--- src/rtl/aligned_ram_pkg.sv ---
// Shared types and helpers for the word-aligned RAM read path.
// Response entries carry read data plus an error flag through the response queue.
package aligned_ram_pkg;

  localparam int WORD_W     = 32;
  localparam int BYTE_OFF_W = 2;

  typedef struct packed {
    logic [WORD_W-1:0] data;
    logic              error;
  } rsp_entry_t;

  // Only the byte-offset bits decide alignment, so only those are passed in.
  function automatic logic is_misaligned(input logic [BYTE_OFF_W-1:0] addr);
    return addr != '0;
  endfunction

endpackage

--- src/rtl/rsp_fifo.sv ---
// Synchronous FIFO of response entries with an occupancy count.
// DEPTH need not be a power of two; pointers wrap explicitly at DEPTH-1.
module rsp_fifo
  import aligned_ram_pkg::*;
#(
  parameter int DEPTH = 4,
  localparam int PW = (DEPTH > 1) ? $clog2(DEPTH) : 1,
  localparam int CW = $clog2(DEPTH + 1)
) (
  input  logic          clk,
  input  logic          rst,
  input  logic          push,
  input  rsp_entry_t    push_entry,
  input  logic          pop,
  output rsp_entry_t    head,
  output logic [CW-1:0] count
);

  rsp_entry_t    store [DEPTH];
  logic [PW-1:0] wr_ptr;
  logic [PW-1:0] rd_ptr;

  function automatic logic [PW-1:0] bump(input logic [PW-1:0] p);
    return (p == PW'(DEPTH - 1)) ? '0 : p + 1'b1;
  endfunction

  always_ff @(posedge clk) begin
    if (push) begin
      store[wr_ptr] <= push_entry;
    end
  end

  always_ff @(posedge clk) begin
    if (rst) begin
      wr_ptr <= '0;
      rd_ptr <= '0;
      count  <= '0;
    end else begin
      if (push) begin
        wr_ptr <= bump(wr_ptr);
      end
      if (pop) begin
        rd_ptr <= bump(rd_ptr);
      end
      case ({push, pop})
        2'b10:   count <= count + 1'b1;
        2'b01:   count <= count - 1'b1;
        default: count <= count;
      endcase
    end
  end

  // Storage is not reset, so an empty queue presents zeros rather than stale data.
  assign head = (count != '0) ? store[rd_ptr] : '0;

endmodule

--- src/rtl/aligned_ram_rd_port.sv ---
// Read port for a 1-cycle-latency SRAM: classifies byte-addressed requests,
// strobes the SRAM for good ones and queues in-order responses behind credits.
module aligned_ram_rd_port
  import aligned_ram_pkg::*;
#(
  parameter int DEPTH     = 256,
  parameter int AW        = 8,
  parameter int RSP_DEPTH = 4
) (
  input  logic              clk,
  input  logic              rst,
  input  logic              req_valid,
  output logic              req_ready,
  input  logic [31:0]       req_addr,
  output logic              rsp_valid,
  input  logic              rsp_ready,
  output logic [31:0]       rsp_data,
  output logic              rsp_error,
  output logic              mem_rd_en,
  output logic [AW-1:0]     mem_addr,
  input  logic [31:0]       mem_rdata,
  output logic [15:0]       rd_count,
  output logic [15:0]       err_count
);

  localparam int          CW      = $clog2(RSP_DEPTH + 1);
  localparam logic [31:0] DEPTH_W = 32'(DEPTH);

  logic          req_err;
  logic          accept;
  logic          inflight_v;
  logic          inflight_err;
  logic          pop;
  logic [CW-1:0] fifo_count;
  rsp_entry_t    push_entry;
  rsp_entry_t    head;

  always_comb begin
    req_err = is_misaligned(req_addr[BYTE_OFF_W-1:0]) ||
              ({2'b00, req_addr[31:2]} >= DEPTH_W);
  end

  // Credit counts the in-flight read too, so its push can never overflow the queue.
  assign req_ready = !rst && ((int'(fifo_count) + int'(inflight_v)) < RSP_DEPTH);
  assign accept    = req_valid && req_ready;
  assign mem_rd_en = accept && !req_err;
  assign mem_addr  = req_addr[AW+1:2];

  always_ff @(posedge clk) begin
    if (rst) begin
      inflight_v   <= 1'b0;
      inflight_err <= 1'b0;
    end else begin
      inflight_v <= accept;
      if (accept) begin
        inflight_err <= req_err;
      end
    end
  end

  always_comb begin
    push_entry       = '0;
    push_entry.data  = inflight_err ? '0 : mem_rdata;
    push_entry.error = inflight_err;
  end

  assign rsp_valid = (fifo_count != '0);
  assign pop       = rsp_valid && rsp_ready;
  assign rsp_data  = head.data;
  assign rsp_error = head.error;

  rsp_fifo #(
    .DEPTH (RSP_DEPTH)
  ) u_rsp_fifo (
    .clk        (clk),
    .rst        (rst),
    .push       (inflight_v),
    .push_entry (push_entry),
    .pop        (pop),
    .head       (head),
    .count      (fifo_count)
  );

  always_ff @(posedge clk) begin
    if (rst) begin
      rd_count  <= '0;
      err_count <= '0;
    end else if (accept) begin
      if (!req_err && rd_count != 16'hFFFF) begin
        rd_count <= rd_count + 16'd1;
      end
      if (req_err && err_count != 16'hFFFF) begin
        err_count <= err_count + 16'd1;
      end
    end
  end

endmodule

--- config.mk ---
export PLATFORM = sky130hd
export DESIGN_NAME = aligned_ram_rd_port
export DESIGN_NICKNAME = d
export VERILOG_FILES = /design/src/rtl/aligned_ram_pkg.sv /design/src/rtl/rsp_fifo.sv /design/src/rtl/aligned_ram_rd_port.sv
export SDC_FILE = /design/constraint.sdc
export NUM_CORES = 1
export LEC_CHECK = 0
export CAP_MARGIN = 20
export CORE_MARGIN = 5
export CORE_UTILIZATION = 45
export DETAILED_ROUTE_END_ITERATION = 10
export GPL_TIMING_DRIVEN = 0
export PLACE_DENSITY_LB_ADDON = 0.15
export SLEW_MARGIN = 5
export SYNTH_ARGS = -nofsm -noshare
export SYNTH_HDL_FRONTEND = slang
export SYNTH_SLANG_ARGS = --single-unit
--- constraint.sdc ---
create_clock -name clk -period 2.4 [get_ports clk]
set_input_delay 0.48 -clock clk [delete_from_list [all_inputs] [get_ports clk]]
set_output_delay 0.48 -clock clk [all_outputs]
set_load 0.01 [all_outputs]
---- Word level (Yosys, flattened, before mapping) ----
Memory sizes are Yosys's and may differ from the RTL's. A register that Yosys moved wholly into a read port is not among the register bits.
Index checks and enable logic that the tools add are counted.
W data, S select, Z words.
cells by class
  add/subtract/negate cells ............... 7
  order comparisons ....................... 2
  eq/ne operators ......................... 6
  mux-type cells .......................... 9
  reduce and logical (&&, ||, !) cells .... 14
operators with widths
  operator                 count
  $mux W33                 1
  $add A16 B1 Y16 const B  2
  $mux W32                 1
  $ne A16 B16 Y1 const B   2
  $ge A30 B9 Y1 const B    1
  $mux W2                  4
  $eq A2 B2 Y1 const B     3
  $logic_and A1 B1 Y1      6
  $pmux W3 S2              1
  $add A2 B1 Y2 const B    2
  $add A3 B1 Y4            1
  $lt A4 B3 Y1 const B     1
  $reduce_and A2 Y1        2
  $reduce_bool A2 Y1       2
  $add A3 B1 Y3 const B    1
  $reduce_bool A3 Y1       1
  $sub A3 B1 Y3 const B    1
  $eq A2 B1 Y1 const B     1
  $logic_not A1 Y1         2
  $mux W1                  2
  $logic_or A1 B1 Y1       1
word-level totals
  bits in registers ....................... 41
  bits in writable memories ............... 132
  bits of input ports ..................... 68
  output and inout bits ................... 76
  memories ................................ 1
memories
  memory            words  bits a word  rd ports  clocked after Yosys merged registers in  write ports  RTL line        RTL
  u_rsp_fifo.store  4      33           1         1                                        1            rsp_fifo.sv:19  rsp_entry_t store [DEPTH];

---- Logic depth before layout (Yosys ltp) ----
  depth in word-level cells ............... 5
  mapped depth ............................ 10

---- Hierarchy ----
A second synthesis with hierarchy kept.
unflattened totals
  cells, all modules ...................... 508
  area total of the unflattened synthesis .. 7,507.2 um^2
modules (own cells, without submodules)
  module               instances  cells an instance  area an instance (um^2)
  rsp_fifo             1          256                5,482.8
  aligned_ram_rd_port  1          252                2,024.4

---- Worst setup path before layout ----
OpenSTA, ideal clock, no wires.
  path type ............................... flip-flop to flip-flop
  start ................................... register u_rsp_fifo.count[0]
  end ..................................... register u_rsp_fifo.count[2]
  data arrival time ....................... 2.026 ns
  path slack .............................. 0.304 ns
  stages on the path, launching flop included .. 11
  buffers on the path ..................... 1
  period minus slack after synthesis ...... 2.096 ns
  path through ............................ dfxtp_1 or3_1 clkbuf_1 nand2_1 inv_1 ha_1 inv_1 fa_1 xor2_1 or3_1 a21oi_1
on the way
  longest elaborated chain between the ends .. 4
  elaborated cells on any way between the ends .. 8
  those cells by class .................... add/sub (2); eq/ne (2); mux (1); reduce/logical (3)
ends and longest elaborated chain
  element                                                RTL line        RTL
  start, declared                                        rsp_fifo.sv:16  output logic [CW-1:0] count
  start signal, assigned                                 rsp_fifo.sv:46  2'b10: count <= count + 1'b1;
  start signal, assigned                                 rsp_fifo.sv:47  2'b01: count <= count - 1'b1;
  start signal, assigned                                 rsp_fifo.sv:48  default: count <= count;
  branches (longest 4 deep; another with $sub A3 B1 Y3)  --
Several ways; the timed one is not identified.
A chain may end at the register's enable or synchronous reset.

==> run summary <==
status: complete, but fails checks
violations in the final reports: setup timing
DR vias: 4812
clock slew at reported path FFs: 0.06 ns
Non-Filler Instances: 912
Final ANT Viol Nets: 0
DRC Markers: 0
Main synth FF type: edfxtp_1
cells after synthesis: 508
CTS root buffer: clkbuf_16
fin worst setup slack: -0.03731 ns
Pre-Repair DR Iteration Count: 4
Worst Clk Skew: 0.01100 ns
hold_sp: rd_count[7]$_SDFFE_PP0P_
Die Ht: 138.9 µm
CTS Hold Bufs: 0
CORE AREA: 16470 µm²
syn avg cell area: 14.71 µm²
TritonCTS clock tree: yes
clock latency at the later pin of the worst-skew pair: 0.42 ns
Reg2Reg Capture Point: u_rsp_fifo.count[2]$_SDFFE_PP0P_
syn_nets: 585
# diodes: 0
arrival time worst endpoint: 1.96 ns
pre-CTS setup slack: -0.5420 ns
R2R cell count: 9
mapped cell area: 7473 µm²
Crit Path Category: reg -> out
initial antenna violation count: 1
leading cell type in the layout, fill and taps excluded: edfxtp_1
Worst Path Required: 1.92 ns
Num CTS Buffers: 17
Placed Area: 9185 µm²
power density cells: 852.7 nW/µm²
Synth top area share: 0.5304
Initial Util: 0.4539
fmax: 410.3 MHz
number of I/O port buffers: 135
total wire length: 16370 µm
fin nets: 756
I/O Pins: 144
gpl congestion: 0.7461
critical path capture point type: primary output
Global Route Usage Sum: 0.1690
H-Tree Depth: 4
worst hold slack: 0.5128 ns
largest net degree at the start of global routing: 24
Final Max Slew Viols: 0
Placed Cells incl. Taps: 867
Slew HR: 0.5198
Tmin final: 2.437 ns
ranking of synthesized cells by area: edfxtp_1 53%, dfxtp_1 12%, mux4_2 9.9%
share of cells above drive strength 1: 0.2514
Synth cell types: 48
Least-Margin Pin Slew: 0.7202 ns
vias in the first global route: 5073
Core Rows: 47
largest area contributor in the netlist: edfxtp_1
Hold Path End: rd_count[7]$_SDFFE_PP0P_
DP Wirelength: 10970 µm
clk sink count: 175
most frequent cells in the layout: 132 x edfxtp_1, 99 x clkdlybuf4s50_1, 40 x dfxtp_1, 33 x mux4_2, 33 x nor2b_1
peak supply drop: 0.5049 mV
Die Area: 19280 µm²
number of flops mapped to enable cells by yosys: 132
Ys Warns: 0
post-synthesis sequential area ratio: 0.6456
Hold Path Stages: 2
first-pass GRT wire length: 25940 µm
r2r setup slk: 0.25 ns
worst-path fanout max: 5
Max Cap Violations: 0
wire per inst: 17.95 µm
type of the worst min-delay path: reg -> reg
DR iter-0 viols: 249
GR Overflow Total: 0
synthesis-stage register bit count: 175
Final setup viols: 3
post-synthesis async set-or-reset flop share: 0
Leakage Power: 3.410 nW
Die Width: 138.9 µm
total power draw: 8.544 mW
Hold Vio Cnt, Final: 0
RSZ-0062 raised after global routing: true
clk buf depth: 2
Reg-to-Reg Start: u_rsp_fifo.count[1]$_SDFFE_PP0P_
CP Launch Type: register
final instance area: 10020 µm²
area added between synthesis and finish: 34.07%
Via density: 5.276
ratio of final minimum period to clock period: 1.016
per-stage QoR:
step / setup TNS (ns) / util
2_1_floorplan: 0 / -
3_3_place_gp: -15.73 / 0.5527
3_5_place_dp: -14.68 / 0.5578
4_1_cts: -0.4105 / 0.6052
5_1_grt: -0.9548 / 0.6085
6_report: -0.06844 / 0.6085
kinds of logic after synthesis:
| logic type | after synthesis | synth area share |
|---|---|---|
| flops | 175 | 0.6456 |
| simple gates | 169 | 0.1380 |
| compound gates | 66 | 0.05961 |
| buf+inv | 48 | 0.03114 |
| mux | 37 | 0.1050 |
| fa+ha+maj | 9 | 0.01607 |
| xor+xnor | 4 | 0.004689 |
flip-flops by register name, summed over array words and instances (netlist names), named ones only:
name               count
err_count             16
inflight_err           1
inflight_v             1
rd_count              16
u_rsp_fifo.count       3
u_rsp_fifo.rd_ptr      2
u_rsp_fifo.store     132
u_rsp_fifo.wr_ptr      2
where the power goes:
group / internal [mW] / switching [mW] / total (mW)
Clock: 1.53 / 1.11 / 2.64
Combinational: 1.37 / 1.02 / 2.39
Sequential: 3.43 / 0.0881 / 3.52
synthesized netlist by cell type (9+ instances only):
| library cell | number |
|---|---|
| a21oi_1 | 29 |
| and2_1 | 38 |
| buf_4 | 9 |
| clkbuf_1 | 18 |
| dfxtp_1 | 43 |
| edfxtp_1 | 132 |
| inv_1 | 13 |
| mux4_2 | 33 |
| nand2_1 | 12 |
| nand3_1 | 12 |
| nand4_1 | 9 |
| nor2_1 | 13 |
| nor2b_1 | 33 |
| o21ai_1 | 12 |
| or3_1 | 16 |
critical path: stages (launching register included):
cell and delay [ns]:
dfxtp_4 0.39, buf_12 0.11, buf_6 0.09, buf_12 0.11
buf_6 0.09, mux4_2 0.48, and2_4 0.16, buf_6 0.11
area by class of cell:
class | count | area [µm²]
multi-input combinational | 285 | 2490
sequential | 175 | 4831
tap | 220 | 275.3
fill | 1268 | 6446
buffer | 30 | 246.5
clock buffer | 18 | 429.2
clock inverter | 14 | 140.1
inverter | 14 | 57.56
timing repair buffer | 156 | 1550
layer usage:
metal,global-route usage,routed length (µm),vias to the layer above
met3,0.04862,958,18
met2,0.2958,8434,150
met5,0,20,-
met4,0.04892,169,2
met1,0.2041,6782,2359
li1,-,-,2283
worst max path at each step:
stage | start | to | cells after the start
after floorplan | u_rsp_fifo.count[0]$_SDFFE_PP0P_ | u_rsp_fifo.count[2]$_SDFFE_PP0P_ | 10
after global placement | rst | mem_rd_en | 5
after detailed placement | rst | mem_rd_en | 5
after CTS | register | rsp_data[21] | 7
after global routing | register | rsp_data[21] | 7
final | register | rsp_data[21] | 7
timing repair:
item | 4_1_cts | 5_1_grt
resized for setup | 161 | 33
setup buffers | 13 | 2
endpoints found under the hold margin | 0 | 0
setup endpoints to repair | 37 | 38
pin swaps | 11 | 10
cloned | 2 | 1
Note: power is estimated with default switching activity, not from simulation.
==> patch: new RTL, same flow settings <==
The parameter `DEPTH` goes from 256 to 512.
--- a/src/rtl/aligned_ram_rd_port.sv
+++ b/src/rtl/aligned_ram_rd_port.sv
@@ -5,3 +5,3 @@
 #(
-  parameter int DEPTH     = 256,
+  parameter int DEPTH     = 512,
   parameter int AW        = 8,
Formal check against the unedited RTL: not equivalent (Yosys sat finds a counterexample within 4 cycles, from zero or initial values and one cycle with rst high).
==> patch against the original RTL <==
  * Fmax grew 4.3%
  * Cell count fell by 0.11%
  * Area after synthesis rose by 0.60%
  * Critical path type unchanged
  * Hold slack got worse by 0.0072 ns
  * Design area down 0.45%
  * Wire length grew 2.0%
  * Sequential cell count is the same
  * Setup slack improved by 0.10 ns
  * Power is 2.3% lower
  * Non-clock buffer count decreased by 4
  * Highest routed layer is now met4
==> patch: results <==
pwr:
  ir_drop_mv: 0.5206
  power_frac_seq_pct: 42.0
  seq-power_w: 0.00351
  leakage_nw: 3.403
  p_int_w: 0.006169
  clock_power_share_pct: 31.7
synthesis:
  ys_types: 52
  synth-edff-count: 132
  yosysSeqAreaShare_pct: 64.17
  synth_ff_type: "edfxtp_1"
  synthTopCellsByCount: "edfxtp_1, dfxtp_1, and2_1"
  synth_area_leaders: "edfxtp_1, dfxtp_1, mux4_2"
  synth_nets: 589
  yosysWarnings: 0
setup_path:
  cp.arrival_ns: 1.86
  ff2ff_setup_slack_ns: 0.15
  slowest_delay_ns: 0.48
  critPathMaxFanout: 6
  r2r-end: "rd_count[9]"
  critPathSlowestCell: "mux4_2"
  crit_end: "rsp_data[2]"
  r2r_start: "rd_count[0]"
  reg2reg_depth: 7
place:
  place_congestion: 0.8002
  port_buffers: 134
  hpwl_um: 11080
clock_tree:
  htree_levels: 4
  path_clk_slew_ns: 0.07
  clk_latency_ns: 0.42
  cts_buffers: 17
  clockRootBuffer: "clkbuf_16"
route:
  wl_met3_um: 950
  drt-total-wl_um: 16690
  dr.pass1.iters: 4
  vias: 4918
  highest_layer: "met4"
  wl_met2_um: 8593
  drt_iter0_drc: 202
  drt-met1-wl_um: 6942
worst_hold_path:
  hold_end: "err_count[13]"
  hold_start: "err_count[13]"
  hold_class: "reg -> reg"
timing:
  hold_viol: 0
  worst_pin_slew_ns: 0.6362
  clock_skew_ns: 0.01251
global_route:
  grt_use_met1_pct: 21.45
  grt_first_pass_wirelength_um: 26890
  antenna_found_initial: 0
  track_usage_pct: 17.48
  use_met2_pct: 30.31
  grt_max_degree: 21
  grt_pass1_vias: 5202
  met3_usage_pct: 5.043
cells_and_area:
  layout.nets: 755
  fill_cells: 1293
  drive_gt1_share_pct: 24.89
status:
  outcome: "completed"
==> patch: changes by cell type in the layout (fill, tap and decap cells not counted), sizes merged, moves of 4 or more <==
cell / change
o21ai: -7
or3: -7
o31ai: +5
buf: +6
clkbuf: -8
or4: +4
==> patch: final cells by class <==
class | instances | area, sq um | share of cell area (%)
sequential | 175 | 4830 | 48.42
multi-input combinational | 286 | 2472 | 24.79
timing repair buffer | 150 | 1463 | 14.66
clock buffer | 18 | 429.2 | 4.303
buffer | 32 | 299.0 | 2.998
tap | 220 | 275.3 | 2.760
clock inverter | 14 | 141.4 | 1.417
inverter | 16 | 65.06 | 0.6523
==> patch: cells by family (layout without fill, tap and decap cells) <==
group	Yosys count	count (layout)	share of synthesized area [%]
multiplexers	38	38	10.60
AO/OA/AOI/OAI	64	64	5.775
AND/OR/NAND/NOR	172	172	13.63
buffers and inverters	51	230	3.877
XOR/XNOR	3	3	0.3495
flip-flops	175	175	64.17
adder cells (fa/ha/maj)	9	9	1.598
==> patch: timing repair <==
item,CTS,global route
pin swaps,13,7
hold buffers,0,0
setup endpoints to repair,37,8
setup buffers,9,2
gates resized for setup,180,11
gates cloned,3,0
==> patch: stage by stage <==
stage	cells	util (%)	worst slack [ns]	cell area (sq um)	hold slack (ns)
6_report	911	60.58	0.06413	9975	0.5056
5_1_grt	911	60.58	-0.04583	9975	0.5225
2_1_floorplan	512	-	0.3119	7518	0.4737
4_1_cts	910	60.63	-0.003521	9983	0.5015
3_5_place_dp	870	56.18	-0.4959	9250	0.4924
3_3_place_gp	866	55.48	-0.5213	9135	0.4862
==> patch: critical path: cells and delay by family, from the launching register on <==
kind                   cells  cell delay, ns
multiplexers               1            0.48
buffers and inverters      3            0.41
AND/OR/NAND/NOR            1            0.17
flip-flops                 1            0.38
